**src/rtl/instr_fetch_if.sv**
```systemverilog
// Fetch-stage bus: instruction-memory request/response, execute redirect
// and the valid/ready handoff to decode.
interface instr_fetch_if;
  logic        imem_req_valid;
  logic [31:0] imem_req_addr;
  logic        imem_req_ready;
  logic        imem_resp_valid;
  logic [31:0] imem_resp_data;
  logic        redirect_valid;
  logic [31:0] redirect_target;
  logic        if_valid;
  logic [31:0] if_instr;
  logic [31:0] if_pc;
  logic        if_ready;

  // Fetch-stage side.
  modport master (
    output imem_req_valid, imem_req_addr,
    input  imem_req_ready, imem_resp_valid, imem_resp_data,
    input  redirect_valid, redirect_target,
    output if_valid, if_instr, if_pc,
    input  if_ready
  );

  // Memory / execute / decode side.
  modport slave (
    input  imem_req_valid, imem_req_addr,
    output imem_req_ready, imem_resp_valid, imem_resp_data,
    output redirect_valid, redirect_target,
    input  if_valid, if_instr, if_pc,
    output if_ready
  );
endinterface

```
**src/rtl/instr_fetch.sv**
```systemverilog
// Instruction fetch stage. Issues one instruction-memory read at a time for
// current_pc, hands the fetched word to decode over valid/ready, and drives
// the enable-less PC register's next_pc input (hold, advance or redirect).
module instr_fetch #(
  parameter logic [31:0] RESET_PC = 32'h00000000
) (
  input  logic          clk,
  input  logic          reset,
  input  logic [31:0]   current_pc,
  output logic [31:0]   next_pc,
  instr_fetch_if.master bus
);

  localparam logic [1:0] S_REQ  = 2'd0;
  localparam logic [1:0] S_WAIT = 2'd1;
  localparam logic [1:0] S_KILL = 2'd2;
  localparam logic [1:0] S_HOLD = 2'd3;

  logic [1:0]  state_q;
  logic        if_valid_q;
  logic [31:0] if_instr_q;
  logic [31:0] if_pc_q;

  logic        req_valid;
  logic [31:0] redirect_pc;
  logic [31:0] seq_pc;
  logic        unused_tgt_lsb;

  assign redirect_pc    = {bus.redirect_target[31:2], 2'b00};
  assign seq_pc         = current_pc + 32'd4;
  assign unused_tgt_lsb = ^bus.redirect_target[1:0];

  // Request only from REQ, suppressed while reset is asserted or a redirect
  // is changing the PC this cycle.
  always_comb begin
    req_valid = 1'b0;
    if (reset && (state_q == S_REQ) && !bus.redirect_valid)
      req_valid = 1'b1;
  end

  // PC register input: reset, then redirect, then advance on an accepted
  // response in WAIT, otherwise hold.
  always_comb begin
    next_pc = current_pc;
    if (!reset)
      next_pc = RESET_PC;
    else if (bus.redirect_valid)
      next_pc = redirect_pc;
    else if ((state_q == S_WAIT) && bus.imem_resp_valid)
      next_pc = seq_pc;
  end

  // Fetch FSM and registered decode-side outputs.
  always_ff @(posedge clk) begin
    if (!reset) begin
      state_q    <= S_REQ;
      if_valid_q <= 1'b0;
      if_instr_q <= '0;
      if_pc_q    <= '0;
    end else begin
      case (state_q)
        S_REQ: begin
          if (req_valid && bus.imem_req_ready)
            state_q <= S_WAIT;
        end
        S_WAIT: begin
          if (bus.imem_resp_valid && !bus.redirect_valid) begin
            if_instr_q <= bus.imem_resp_data;
            if_pc_q    <= current_pc;
            if_valid_q <= 1'b1;
            state_q    <= S_HOLD;
          end else if (bus.redirect_valid && !bus.imem_resp_valid) begin
            state_q <= S_KILL;
          end else if (bus.redirect_valid && bus.imem_resp_valid) begin
            state_q <= S_REQ;
          end
        end
        S_KILL: begin
          // A redirect here only moves the PC; the stale response still
          // has to drain before a new request may go out.
          if (bus.imem_resp_valid)
            state_q <= S_REQ;
        end
        S_HOLD: begin
          if (bus.redirect_valid || bus.if_ready) begin
            if_valid_q <= 1'b0;
            state_q    <= S_REQ;
          end
        end
        default: state_q <= S_REQ;
      endcase
    end
  end

  assign bus.imem_req_valid = req_valid;
  assign bus.imem_req_addr  = current_pc;
  assign bus.if_valid       = if_valid_q;
  assign bus.if_instr       = if_instr_q;
  assign bus.if_pc          = if_pc_q;

endmodule
```
**src/flat_wrapper.sv**
```systemverilog
// flat-port wrapper written by rule: the top's interface ports become plain ports
module instr_fetch_flat 
#(
  parameter logic [31:0] RESET_PC = 32'h00000000
)
  (clk, reset, current_pc, next_pc, bus_imem_req_valid, bus_imem_req_addr, bus_imem_req_ready, bus_imem_resp_valid, bus_imem_resp_data, bus_redirect_valid, bus_redirect_target, bus_if_valid, bus_if_instr, bus_if_pc, bus_if_ready);
  instr_fetch_if bus_i ();
  input  logic clk;
  input  logic reset;
  input  logic [31:0] current_pc;
  output logic [31:0] next_pc;
  output wire logic [$bits(bus_i.imem_req_valid)-1:0] bus_imem_req_valid;
  output wire logic [$bits(bus_i.imem_req_addr)-1:0] bus_imem_req_addr;
  input wire logic [$bits(bus_i.imem_req_ready)-1:0] bus_imem_req_ready;
  input wire logic [$bits(bus_i.imem_resp_valid)-1:0] bus_imem_resp_valid;
  input wire logic [$bits(bus_i.imem_resp_data)-1:0] bus_imem_resp_data;
  input wire logic [$bits(bus_i.redirect_valid)-1:0] bus_redirect_valid;
  input wire logic [$bits(bus_i.redirect_target)-1:0] bus_redirect_target;
  output wire logic [$bits(bus_i.if_valid)-1:0] bus_if_valid;
  output wire logic [$bits(bus_i.if_instr)-1:0] bus_if_instr;
  output wire logic [$bits(bus_i.if_pc)-1:0] bus_if_pc;
  input wire logic [$bits(bus_i.if_ready)-1:0] bus_if_ready;
  assign bus_imem_req_valid = bus_i.imem_req_valid;
  assign bus_imem_req_addr = bus_i.imem_req_addr;
  assign bus_i.imem_req_ready = bus_imem_req_ready;
  assign bus_i.imem_resp_valid = bus_imem_resp_valid;
  assign bus_i.imem_resp_data = bus_imem_resp_data;
  assign bus_i.redirect_valid = bus_redirect_valid;
  assign bus_i.redirect_target = bus_redirect_target;
  assign bus_if_valid = bus_i.if_valid;
  assign bus_if_instr = bus_i.if_instr;
  assign bus_if_pc = bus_i.if_pc;
  assign bus_i.if_ready = bus_if_ready;
  instr_fetch #(.RESET_PC(RESET_PC)) u_core (.clk(clk), .reset(reset), .current_pc(current_pc), .next_pc(next_pc), .bus(bus_i));
endmodule
```
**config.mk**
```make
export PLATFORM = sky130hd
export DESIGN_NAME = instr_fetch_flat
export DESIGN_NICKNAME = d
export VERILOG_FILES = /design/src/rtl/instr_fetch_if.sv /design/src/rtl/instr_fetch.sv /design/src/flat_wrapper.sv
export SDC_FILE = /design/constraint.sdc
export NUM_CORES = 1
export LEC_CHECK = 0
export BUFFER_PORTS_ARGS = -buffer_cell sky130_fd_sc_hd__buf_2
export CORE_MARGIN = 2
export CORE_UTILIZATION = 33
export CTS_CLUSTER_DIAMETER = 60
export DETAILED_ROUTE_END_ITERATION = 10
export SETUP_SLACK_MARGIN = 0.15
export SLEW_MARGIN = 20
export SYNTH_ARGS = -nofsm -noshare
export SYNTH_HDL_FRONTEND = slang
export SYNTH_SLANG_ARGS = --single-unit
```
**constraint.sdc**
```tcl
create_clock -name clk -period 6.36 [get_ports clk]
set_input_delay 0.954 -clock clk [delete_from_list [all_inputs] [get_ports clk]]
set_output_delay 0.954 -clock clk [all_outputs]
set_load 0.1 [all_outputs]
```
; Word level (Yosys, flattened, before mapping)
; Cells that the tools add are included.
[op_classes]
n_eq_ne = 8
mul = 0
muxes = 14
reduce_logical = 15
div_mod_pow = 0
addsub = 1
bitwise_logic = 0
shift = 0
n_lt_le_gt_ge = 0
[ops]
columns = cell, count
row1 = two-way mux 32 bit, 3
row2 = adder 32 x 3 -> 32 bit (second input constant), 1
row3 = two-way mux 2 bit, 6
row4 = one-hot mux 2 bit (4 select lines), 1
row5 = logical AND 1 bit, 7
row6 = inequality test 2 bit (second input constant), 3
row7 = equality test 2 bit (second input constant), 2
row8 = inequality test 4 bit (second input constant), 1
row9 = AND reduction 4 bit, 1
row10 = two-way mux 1 bit, 3
row11 = AND reduction 3 bit, 1
row12 = equality test 2 x 1 -> 1 bit (second input constant), 1
row13 = zero test 1 bit, 2
row14 = zero test 2 bit, 1
row15 = inequality test 2 x 1 -> 1 bit (second input constant), 1
row16 = one-hot mux 1 bit (2 select lines), 1
row17 = AND reduction 2 bit, 1
row18 = nonzero test 2 bit, 1
row19 = logical OR 1 bit, 1
[totals]
ram_bits = 0
output_inout_bits = 130
register_bits = 67
latchBits = 0
wordCells = 42
memories = 0
romBits = 0

; Longest topological paths before layout
[depth]
depth_word = 7
mapped_depth = 10

; Worst setup path before layout
; No wires, ideal clock.
[synth_path]
path_type = in2out
start = input port current_pc[2]
end = output port next_pc[20]
path_buffers = 1
t_required_ns = 5.406
setup_slack_ns = 0.876
stages = 6
arrival_time_ns = 4.530
cell_sequence = ha_1 nand2_1 or4_1 buf_2 or3_1 a311oi_1
[synth_between]
elab_chain_cells = 4
[synth_lines]
columns = element, line
row1 = from (decl), flat_wrapper.sv:10  ; input logic [31:0] current_pc;
row2 = adder 32 x 3 -> 32 bit, instr_fetch.sv:30  ; assign seq_pc = current_pc + 32'd4;
row3 = two-way mux 32 bit, instr_fetch.sv:49  ; else if ((state_q == S_WAIT) && bus.imem_resp_valid)
row4 = two-way mux 32 bit, instr_fetch.sv:47  ; else if (bus.redirect_valid)
row5 = two-way mux 32 bit, instr_fetch.sv:45  ; if (!reset)
row6 = to (decl), flat_wrapper.sv:11  ; output logic [31:0] next_pc;
; No other way between the ends.

; Final worst setup path
[layout_path]
start = input port current_pc[2]
end = output port next_pc[28]
; The elaborated chain is that of the path after synthesis.

==> summary.txt <==
Global route
  • Vias in the first global route: 3976
  • Gr ovfl total: 0
  • Total track usage: between 10% and 20%
  • Largest net degree at the start of global routing: between 60 and 70
  • First-pass GRT wire length: ~20 mm
  • Initial antenna violation count: 0

Setup path
  • Worst path required time: 5.41 ns
  • Reg-to-Reg End: u_core.bus.if_instr[1]$_SDFFE_PN0P_
  • Worst reg2reg setup slack: 4.60 ns
  • Critical path launch point type: input pin
  • Crit. Startpoint: current_pc[2]
  • Crit path DAT: 3.56 ns
  • Crit end category: output port
  • Crit path kind: input pin to output port
  • Crit path to: next_pc[28]
  • R2R cell count: 5
  • Worst R2R Start: u_core.state_q[0]$_SDFFE_PN0P_
  • Worst Path Max Fanout: 19

Placement
  • RD Place Congestion: 0.807
  • HPWL after DPL: 8.93 mm
  • Port-buffer cells: between 200 and 250
  • Post-Place Setup Slack: around 1.8 ns

Power and ir drop
  • Cell Int Power: 0.849 mW
  • Pleak: 2.24 nW
  • Worst VDD drop: 0.145 mV
  • Switching share of power: a little under two fifths
  • Comb pwr share: 28.5%
  • Pwr dens: around 270 mW/mm²
  • Sw Pwr: just over 0.5 mW
  • Reg power frac: between 30% and 40%
  • Clock power frac: 39.8%

STA
  • Worst Skew: a little over 0.007 ns
  • Setup violators final: 0
  • Slew margin rel.: a little over a third
  • RSZ-0062 raised after global routing: false
  • Fin Setup TNS: 0 ns
  • Final critical-path required period: roughly 4.5 ns
  • Final Hold Violating Endpoints: 0
  • Worst setup margin: ~1.8 ns
  • Max Slew Vio Count: 0
  • Worst slew pin tran: around 0.95 ns
  • Fraction of the cycle the final worst path needs: approximately 71%
  • Fmax: 222 MHz

Layout
  • Register area: between 0.001 and 0.0015 mm²
  • Diodes inserted: 0
  • Layout cell share with drive strength beyond 1: a little over a third
  • Fill count: approximately 1200
  • Final #Nets: 803
  • Multi-input gate area in the final layout: around 0.0020 mm²
  • Area growth syn-to-layout: 34.5%

CTS
  • Root Driver: clkbuf_16
  • H-tree levels: 3
  • Post_cts resized: 0
  • Insertion delay of the later-clocked pin in the worst-skew pair: ~0.33 ns
  • CTS tree: yes
  • Setup Fix Bufs, Post-CTS: 0
  • Hold-fix buffer count after cts: 0
  • Maximum clock path buffer count: 2
  • Clock slew at reported path FFs: 0.06 ns
  • CTS sink cnt: between 60 and 70
  • Num CTS Buffers: 9

Logic synthesis
  • Mapped cell area: roughly 0.0037 mm²
  • Mapped Cells: between 500 and 600
  • Post-synth EDFFs: 0
  • Syn Nets: between 600 and 700
  • Post-synth top area share: ~36%
  • Seq cells post-synth: between 60 and 70
  • Synth Flop Type: dfxtp_1
  • Cell with the most instances after synthesis: nand2_1
  • Synth top cells by count: nand2_1, a21oi_1, dfxtp_1
  • Avg Inst Size Synth: 7.17 µm²
  • Register area share after synthesis: 35.8%
  • Unique masters post-synth: 41
  • Synth async-reset ratio: 0%
  • Synth top area cells: dfxtp_1, nand2_1, a21oi_1, buf_4, o21ai_0
  • Ys Warns: 0
  • Synth area leader: dfxtp_1

Die
  • Horiz. Die Dim: ~110 µm
  • Initial Util: 34.1%
  • Die height: between 100 and 150 µm
  • I/O pin count: between 200 and 250
  • Core Footprint: between 0.01 and 0.015 mm²
  • Die ar.: 0.0122 mm²
  • Row cnt: 38

Run
  • Max-Cap Viols: 0

Routing
  • DRC viols: 0
  • Drt wl/cell: ~15 µm
  • Drt initial violations: 247
  • Total length of routed wires: roughly 12 mm
  • DRT Pass-1 Iters: 4
  • Drt via density: around 5.1
  • ANT nets after route: 0
  • Vias: 4270

Min path
  • HP Class: flip-flop to flip-flop

Outcome
  • Status: completed
critical path: stages:
cell	delay (ns)
buf_2	0.15
ha_1	0.19
nand2_1	0.14
or4_1	0.85
or4_1	0.59
a31oi_1	0.20
buf_2	0.46
kinds of logic after synthesis:
kind of cell | synth area share (%)
compound gates | 21.5
xor+xnor | 1.87
fa+ha+maj | 1.33
buf+inv | 11.1
flops | 35.8
mux | 0.801
simple gates | 27.6
layout by cell type, fill, tap and decap left out, drive strengths merged, types with 10 or more instances in the layout:
cell type	count
a21oi	74
nand2	141
dfxtp	67
o31ai	11
a31oi	13
buf	232
nor2	14
or4	14
o21ai	31
clkbuf	10
power by group through the flow:
stage | clock (mW) | combinational (mW) | sequential, mW
after floorplan | 0 | 0.262 | 0.495
after global placement | 0 | 0.389 | 0.442
after detailed placement | 0 | 0.391 | 0.442
after CTS | 0.558 | 0.392 | 0.433
after global routing | 0.583 | 0.409 | 0.434
final | 0.544 | 0.390 | 0.433
stage by stage:
stage                     total power [mW]  hold slack, ns  instance area, µm²  util, %  cells
after floorplan                      0.757           0.541                3750        -    523
after detailed placement             0.833           0.446                4720     42.9    826
after global routing                  1.43           0.470                5040     45.9    842
after CTS                             1.38           0.453                5040     45.9    842
after global placement               0.831           0.439                4710     42.9    826
final                                 1.37           0.451                5040     45.9    842
state kept, by name, indices dropped and copies added (netlist names):
name and count:
u_core.bus.if_pc 32, u_core.state_q 2, u_core.bus.if_valid 1, u_core.bus.if_instr 32
how the worst min path moves through the flow:
stage | cells past startpoint | slack, ns | end | startpoint
detailed placement | 2 | 0.45 | u_core.bus.if_instr[12]$_SDFFE_PN0P_ | u_core.bus.if_instr[12]$_SDFFE_PN0P_
floorplan | 2 | 0.54 | u_core.state_q[1]$_SDFFE_PN0P_ | u_core.state_q[1]$_SDFFE_PN0P_
global route | 2 | 0.47 | u_core.bus.if_pc[26]$_SDFFE_PN0P_ | u_core.bus.if_pc[26]$_SDFFE_PN0P_
global placement | 2 | 0.44 | u_core.bus.if_instr[23]$_SDFFE_PN0P_ | u_core.bus.if_instr[23]$_SDFFE_PN0P_
finish | 2 | 0.45 | u_core.bus.if_instr[24]$_SDFFE_PN0P_ | u_core.bus.if_instr[24]$_SDFFE_PN0P_
CTS | 2 | 0.45 | u_core.bus.if_pc[28]$_SDFFE_PN0P_ | u_core.bus.if_pc[28]$_SDFFE_PN0P_
cell type report:
class / count / area share (%)
clock buffers: 10 / 4.74
clock inverters: 6 / 1.71
inverters: 8 / 0.596
multi-input cells: 379 / 39.7
flip-flops and latches: 67 / 26.6
well taps: 140 / 3.47
repair buffers: 232 / 23.2
per-layer routing:
layer | up-vias | wire length [µm] | global-route usage (%)
li1 | 2136 | - | -
met1 | 1962 | 5330 | 24.9
met2 | 151 | 6050 | 33.1
met3 | 21 | 697 | 3.73
met4 | 0 | 307 | 9.33
met5 | - | 0 | 0
Power figures use the tool's default switching activity.
